**config.mk**
```make
export PLATFORM = sky130hd
export DESIGN_NAME = multi_alien_renderer
export DESIGN_NICKNAME = d
export VERILOG_FILES = /design/src/rtl/multi_alien_renderer.sv
export SDC_FILE = /design/constraint.sdc
export NUM_CORES = 2
export LEC_CHECK = 0
export BUFFER_PORTS_ARGS = -buffer_cell sky130_fd_sc_hd__buf_2
export CORE_AREA = 4 4 311 313
export CTS_BUF_LIST = sky130_fd_sc_hd__clkbuf_4
export DETAILED_ROUTE_END_ITERATION = 10
export DIE_AREA = 0 0 315 317
export PLACE_DENSITY = 0.58
export SETUP_SLACK_MARGIN = 0.05
export SYNTH_ARGS = -nofsm -noshare
export SYNTH_HDL_FRONTEND = slang
export SYNTH_SLANG_ARGS = --single-unit
```
**constraint.sdc**
```tcl
create_clock -name clk -period 44.7 [get_ports clk]
set_clock_uncertainty 0.05 [all_clocks]
set_input_delay 8.94 -clock clk [delete_from_list [all_inputs] [get_ports clk]]
set_output_delay 8.94 -clock clk [all_outputs]
set_load 0.02 [all_outputs]
```
**src/rtl/multi_alien_renderer.sv**
```systemverilog
// Depth-resolving sprite address generator for the aliens of one screen quadrant.
// A shadow descriptor table is promoted to the active table on frame_start.
package alien_pkg;
    typedef struct packed {
        logic       active;
        logic [1:0] quadrant;
        logic [9:0] x_pos;
        logic [9:0] y_pos;
        logic [5:0] r;
        logic [1:0] deriv_left;
        logic [1:0] deriv_right;
    } AlienData;
endpackage

module multi_alien_renderer
    import alien_pkg::*;
#(
    parameter int NUM_SLOTS        = 4,
    parameter int QUADRANT         = 0,
    parameter int X_OVERFLOW_GUARD = 128,
    parameter int SCALE_SHIFT      = 2,
    parameter int BASE_HALF        = 32,
    parameter int ADDR_W           = 11,
    localparam int SLOT_W          = (NUM_SLOTS > 1) ? $clog2(NUM_SLOTS) : 1
) (
    input  logic              clk,
    input  logic              rst,
    input  logic [9:0]        h_cnt,
    input  logic [9:0]        v_cnt,
    input  logic              frame_start,
    input  logic              obj_we,
    input  logic [SLOT_W-1:0] obj_idx,
    input  AlienData          obj_data,
    output logic [ADDR_W-1:0] pixel_addr,
    output logic [1:0]        deriv_select,
    output logic [SLOT_W-1:0] slot_id,
    output logic              valid,
    output logic              overlap,
    output logic              in_frame
);

    localparam int S = 1 << SCALE_SHIFT;

    function automatic logic eligible(input AlienData d);
        return d.active && (d.quadrant == 2'(QUADRANT)) && (32'(d.r) < BASE_HALF);
    endfunction

    AlienData shadow   [NUM_SLOTS];
    AlienData act_tab  [NUM_SLOTS];

    // Write-through: a write coinciding with frame_start lands in both tables.
    always_ff @(posedge clk or posedge rst) begin
        if (rst) begin
            for (int i = 0; i < NUM_SLOTS; i++) begin
                shadow[i]  <= '0;
                act_tab[i] <= '0;
            end
        end else begin
            for (int i = 0; i < NUM_SLOTS; i++) begin
                if (obj_we && obj_idx == SLOT_W'(i))
                    shadow[i] <= obj_data;
                if (frame_start)
                    act_tab[i] <= (obj_we && obj_idx == SLOT_W'(i)) ? obj_data : shadow[i];
            end
        end
    end

    logic                     elig_c [NUM_SLOTS];
    logic [5:0]               hw_c   [NUM_SLOTS];
    logic [11:0]              hws_c  [NUM_SLOTS];
    logic signed [11:0]       top_c  [NUM_SLOTS];
    logic signed [11:0]       bot_c  [NUM_SLOTS];
    logic                     any_elig_c;

    always_comb begin
        any_elig_c = 1'b0;
        for (int i = 0; i < NUM_SLOTS; i++) begin
            elig_c[i] = eligible(act_tab[i]);
            hw_c[i]   = 6'(BASE_HALF) - act_tab[i].r;
            hws_c[i]  = 12'(hw_c[i]) << SCALE_SHIFT;
            top_c[i]  = $signed({2'b00, act_tab[i].y_pos}) - $signed(hws_c[i]);
            bot_c[i]  = $signed({2'b00, act_tab[i].y_pos}) + $signed(hws_c[i]);
            any_elig_c = any_elig_c | elig_c[i];
        end
    end

    // Stage 1: scan position and per-slot bounds
    logic [9:0]         hg_p0, v_p0;
    logic               elig_p0 [NUM_SLOTS];
    logic [5:0]         hw_p0   [NUM_SLOTS];
    logic [5:0]         r_p0    [NUM_SLOTS];
    logic [9:0]         x_p0    [NUM_SLOTS];
    logic [1:0]         dl_p0   [NUM_SLOTS];
    logic [1:0]         dr_p0   [NUM_SLOTS];
    logic signed [11:0] top_p0  [NUM_SLOTS];
    logic signed [11:0] bot_p0  [NUM_SLOTS];
    logic               in_any_p0;

    always_ff @(posedge clk or posedge rst) begin
        if (rst) begin
            hg_p0     <= '0;
            v_p0      <= '0;
            in_any_p0 <= 1'b0;
            for (int i = 0; i < NUM_SLOTS; i++) begin
                elig_p0[i] <= 1'b0;
                hw_p0[i]   <= '0;
                r_p0[i]    <= '0;
                x_p0[i]    <= '0;
                dl_p0[i]   <= '0;
                dr_p0[i]   <= '0;
                top_p0[i]  <= '0;
                bot_p0[i]  <= '0;
            end
        end else begin
            hg_p0     <= h_cnt + 10'(X_OVERFLOW_GUARD);
            v_p0      <= v_cnt;
            in_any_p0 <= any_elig_c;
            for (int i = 0; i < NUM_SLOTS; i++) begin
                elig_p0[i] <= elig_c[i];
                hw_p0[i]   <= hw_c[i];
                r_p0[i]    <= act_tab[i].r;
                x_p0[i]    <= act_tab[i].x_pos;
                dl_p0[i]   <= act_tab[i].deriv_left;
                dr_p0[i]   <= act_tab[i].deriv_right;
                top_p0[i]  <= top_c[i];
                bot_p0[i]  <= bot_c[i];
            end
        end
    end

    logic signed [11:0] vs_c;
    logic [11:0]        hws1_c [NUM_SLOTS];
    logic               right_c[NUM_SLOTS];
    logic [9:0]         dx_c   [NUM_SLOTS];
    logic [11:0]        dy_c   [NUM_SLOTS];
    logic               hit_c  [NUM_SLOTS];
    logic [ADDR_W-1:0]  addr_c [NUM_SLOTS];
    logic [1:0]         deriv_c[NUM_SLOTS];

    // The left half is mirrored and one texel narrower so column 0 is shared.
    always_comb begin
        vs_c = $signed({2'b00, v_p0});
        for (int i = 0; i < NUM_SLOTS; i++) begin
            hws1_c[i]  = 12'(hw_p0[i]) << SCALE_SHIFT;
            right_c[i] = hg_p0 >= x_p0[i];
            dx_c[i]    = right_c[i] ? (hg_p0 - x_p0[i]) : (x_p0[i] - hg_p0);
            dy_c[i]    = vs_c - top_p0[i];
            hit_c[i]   = elig_p0[i] && (vs_c > top_p0[i]) && (vs_c < bot_p0[i]) &&
                         (right_c[i] ? (12'(dx_c[i]) < hws1_c[i])
                                     : (12'(dx_c[i]) < hws1_c[i] - 12'(S)));
            addr_c[i]  = ADDR_W'(18'(dy_c[i] >> SCALE_SHIFT) * 18'(hw_p0[i])
                                 + 18'(dx_c[i] >> SCALE_SHIFT));
            deriv_c[i] = right_c[i] ? dr_p0[i] : dl_p0[i];
        end
    end

    // Stage 2: per-slot hit, address and derivative
    logic              hit_p1   [NUM_SLOTS];
    logic [ADDR_W-1:0] addr_p1  [NUM_SLOTS];
    logic [1:0]        deriv_p1 [NUM_SLOTS];
    logic [5:0]        r_p1     [NUM_SLOTS];
    logic              in_any_p1;

    always_ff @(posedge clk or posedge rst) begin
        if (rst) begin
            in_any_p1 <= 1'b0;
            for (int i = 0; i < NUM_SLOTS; i++) begin
                hit_p1[i]   <= 1'b0;
                addr_p1[i]  <= '0;
                deriv_p1[i] <= '0;
                r_p1[i]     <= '0;
            end
        end else begin
            in_any_p1 <= in_any_p0;
            for (int i = 0; i < NUM_SLOTS; i++) begin
                hit_p1[i]   <= hit_c[i];
                addr_p1[i]  <= addr_c[i];
                deriv_p1[i] <= deriv_c[i];
                r_p1[i]     <= r_p0[i];
            end
        end
    end

    logic              any_c, multi_c;
    logic [SLOT_W-1:0] best_c;
    logic [5:0]        best_r_c;

    // Strict less-than keeps the lowest index on equal depth.
    always_comb begin
        any_c    = 1'b0;
        multi_c  = 1'b0;
        best_c   = '0;
        best_r_c = '1;
        for (int i = 0; i < NUM_SLOTS; i++) begin
            if (hit_p1[i]) begin
                if (!any_c || r_p1[i] < best_r_c) begin
                    best_c   = SLOT_W'(i);
                    best_r_c = r_p1[i];
                end
                multi_c = multi_c | any_c;
                any_c   = 1'b1;
            end
        end
    end

    // Stage 3: resolved outputs
    always_ff @(posedge clk or posedge rst) begin
        if (rst) begin
            pixel_addr   <= '0;
            deriv_select <= '0;
            slot_id      <= '0;
            valid        <= 1'b0;
            overlap      <= 1'b0;
            in_frame     <= 1'b0;
        end else begin
            pixel_addr   <= any_c ? addr_p1[best_c]  : '0;
            deriv_select <= any_c ? deriv_p1[best_c] : '0;
            slot_id      <= any_c ? best_c : '0;
            valid        <= any_c;
            overlap      <= multi_c;
            in_frame     <= in_any_p1;
        end
    end

endmodule

```
==> summary.md <==
| Metric | Value |
|---|---|
| Post-synth top flop | dfrtp_1 |
| Clk pin slew, worst setup/hold paths | ~0.06 ns |
| Layout Utilization | 39.51% |
| CTS tree | built |
| Hold slack final | between 0.2 and 0.3 ns |
| Worst r2r dst | addr_p1[21] |
| CTS max path bufs | 3 |
| Buffers on Ports | 76 |
| DP HPWL | approximately 63 mm |
| Worst-Margin Slew | around 1.2 ns |
| HP Class | reg -> reg |
| Fillcell total | ~9400 |
| Core box area | 94300 sq um |
| Synth warn | 0 |
| Register area share after synthesis | 42.13% |
| Final ANT Viol Nets | 0 |
| Die Wd | roughly 320 um |
| Drt pass-1 iters | 5 |
| Total GRT Usage | 16.88% |
| Max Clk Rate | 0.08635 GHz |
| IO Pins | 77 |
| Initial DRC count | between 1000 and 1500 |
| Setup crit start | rst |
| Final Cell Area | about 37000 sq um |
| Setup crit end kind | asynchronous set/reset pin |
| Setup TNS | 0 ns |
| Vias in the first global route | about 23000 |
| Final net count | 3708 |
| Number of synthesized flops with an enable pin | 0 |
| Clock Latency Late Sink | 0.95 ns |
| First-pass GRT wire length | roughly 130 mm |
| Cell Rows | 113 |
| Maxcap violations | 0 |
| Yosys reg bits | 564 |
| Critical path class | in -> async |
| Die height | 317 um |
| Final Hold Viols | 0 |
| Synth area leaders | dfrtp_1 42%, ha_1 13%, mux2_2 9.0% |
| Syn Inst Count | 3001 |
| Yosys top cell area share | 42.13% |
| Initial antenna violation count | 2 |
| Clock root cell | clkbuf_4 |
| Crit path to | act_tab[54] |
| Run status | finished clean |
| Routability cong. | a little under 0.9 |
| Setup Fix Bufs, Post-CTS | 0 |
| DR vias/cell | 4.812 |
| Tcrit/Tclk final | between 20% and 30% |
| CTS H-tree depth | 4 |
| Min Tclk post-route | 11.58 ns |
| Syn Nets | 3531 |
| Final WL | 81.95 mm |
| Fraction of layout cells with a size suffix above 1 | 19.42% |
| WL per Instance | about 18 um |
| R2R setup slack | ~38 ns |
| CTS Hold Bufs | 0 |
| Reg2Reg Depth | 20 |
| Startpoint types | primary input |
| # setup viols final | 0 |
| Reg2Reg Launch Point | v_p0[1] |
| Largest area contributor in the netlist | dfrtp_1 |
| Top-count cell post-synth | dfrtp_1 |
| Critical path data arrival time | 12.42 ns |
| Grt total ovfl | 0 |
| Starting density of the core | 35.53% |
| Post-CTS Resized | 0 |
| Asr flop ratio synth | 100.0% |
| RSZ-0062 raised after global routing | false |
| DP Area | 35330 sq um |
| Largest net degree at the start of global routing | around 140 |
| DRC | 0 |
| CTS buffer count | 150 |
| Syn Area/Cell | around 11 sq um |
| Req. time, crit path | 45.54 ns |
| Die area | 99860 sq um |
| Synthesized area | 33500 sq um |
| Max_slew headroom | between 10% and 20% |
| Area delta synth->final | 11.22% |
| Via count | approximately 22000 |
| CTS Sinks | 564 |
| Synth cell types | 87 |
| Post-synth top cells | 564 x dfrtp_1, 361 x inv_1, 343 x ha_1 |
| Slew Viols, Final | 0 |
| Crit Path Max Fanout | between 100 and 150 |
==> through the flow <==
stage	worst slack, ns	std cells
CTS	33.04	4545
detailed placement	31.98	4291
global placement	32.01	4291
finish	33.12	4549
floorplan	19.94	3001
global route	32.54	4546
==> worst max-delay path, stage by stage <==
cell and delay (ns):
buf_2 0.13, inv_8 0.57, buf_4 0.79, buf_4 0.87, buf_4 0.90
==> layer usage <==
| metal | up-vias | share of wire, % | GRT usage, % |
|---|---|---|---|
| met5 | - | 0 | 0 |
| met4 | 0 | 3.6 | 7.057 |
| met3 | 127 | 3.1 | 2.789 |
| met2 | 397 | 45 | 26.46 |
| met1 | 10793 | 48 | 23.30 |
| li1 | 10573 | - | - |
==> state kept, by name, indices dropped and copies added, names as in the netlist, 10 cells and up <==
signal	count
shadow	132
act_tab	132
hw_p0	20
r_p0	24
top_p0	32
x_p0	40
v_p0	10
r_p1	24
pixel_addr	11
hg_p0	10
addr_p1	44
bot_p0	44
==> layout make-up <==
type	count	area [sq um]	share of cell area (%)
well taps	1265	1583	4.248
clock buffers	209	1569	4.211
inverters	361	1363	3.657
repair buffers	94	521.8	1.400
clock inverters	45	356.6	0.9570
flip-flops and latches	564	14110	37.88
multi-input cells	2007	17750	47.62
diodes	4	10.01	0.02686
==> worst min path at each step <==
stage / start / endpoint / depth (start not counted)
floorplan: in_any_p0 / in_any_p1 / 0
global placement: r_p0[10] / r_p1[10] / 0
detailed placement: r_p0[10] / r_p1[10] / 0
CTS: act_tab[124] / x_p0[35] / 0
global route: r_p0[16] / r_p1[16] / 0
finish: r_p0[5] / r_p1[5] / 0
==> cell families after synthesis <==
| logic type | after synthesis | share of synthesized area (%) |
|---|---|---|
| buffers and inverters | 430 | 4.967 |
| AND/OR/NAND/NOR | 602 | 8.467 |
| multiplexers | 305 | 10.21 |
| flip-flops | 564 | 42.13 |
| AO/OA/AOI/OAI | 432 | 8.414 |
| adder cells (fa/ha/maj) | 472 | 20.49 |
| XOR/XNOR | 196 | 5.329 |
==> cell usage in the layout, fill, tap and decap left out, types with 6 or more instances in the layout <==
master       n
o31ai_1      7
a21oi_1    124
and2_1      22
nor3_1      69
buf_2       75
fa_1       128
and3_1       6
a211oi_1    26
o211ai_1     9
a31oi_1      9
nand2_1    210
ha_1       343
o21ai_0     86
nand2b_1    21
o21bai_1    29
o21a_1      31
xor2_1      46
clkinv_1    25
a21o_1      35
nor2b_1     30
inv_1      360
nor3b_1      9
bufinv_16    6
xnor2_1    145
dfrtp_1    564
or2_2       11
nand3_1     16
mux2_2     269
buf_4       18
clkbuf_4   209
mux2i_1     27
nand4_1     16
nor2_1     151
a21boi_0     8
Power is not shown: default switching activity piles up to over one toggle a cycle in this logic, so the estimate is an artifact.
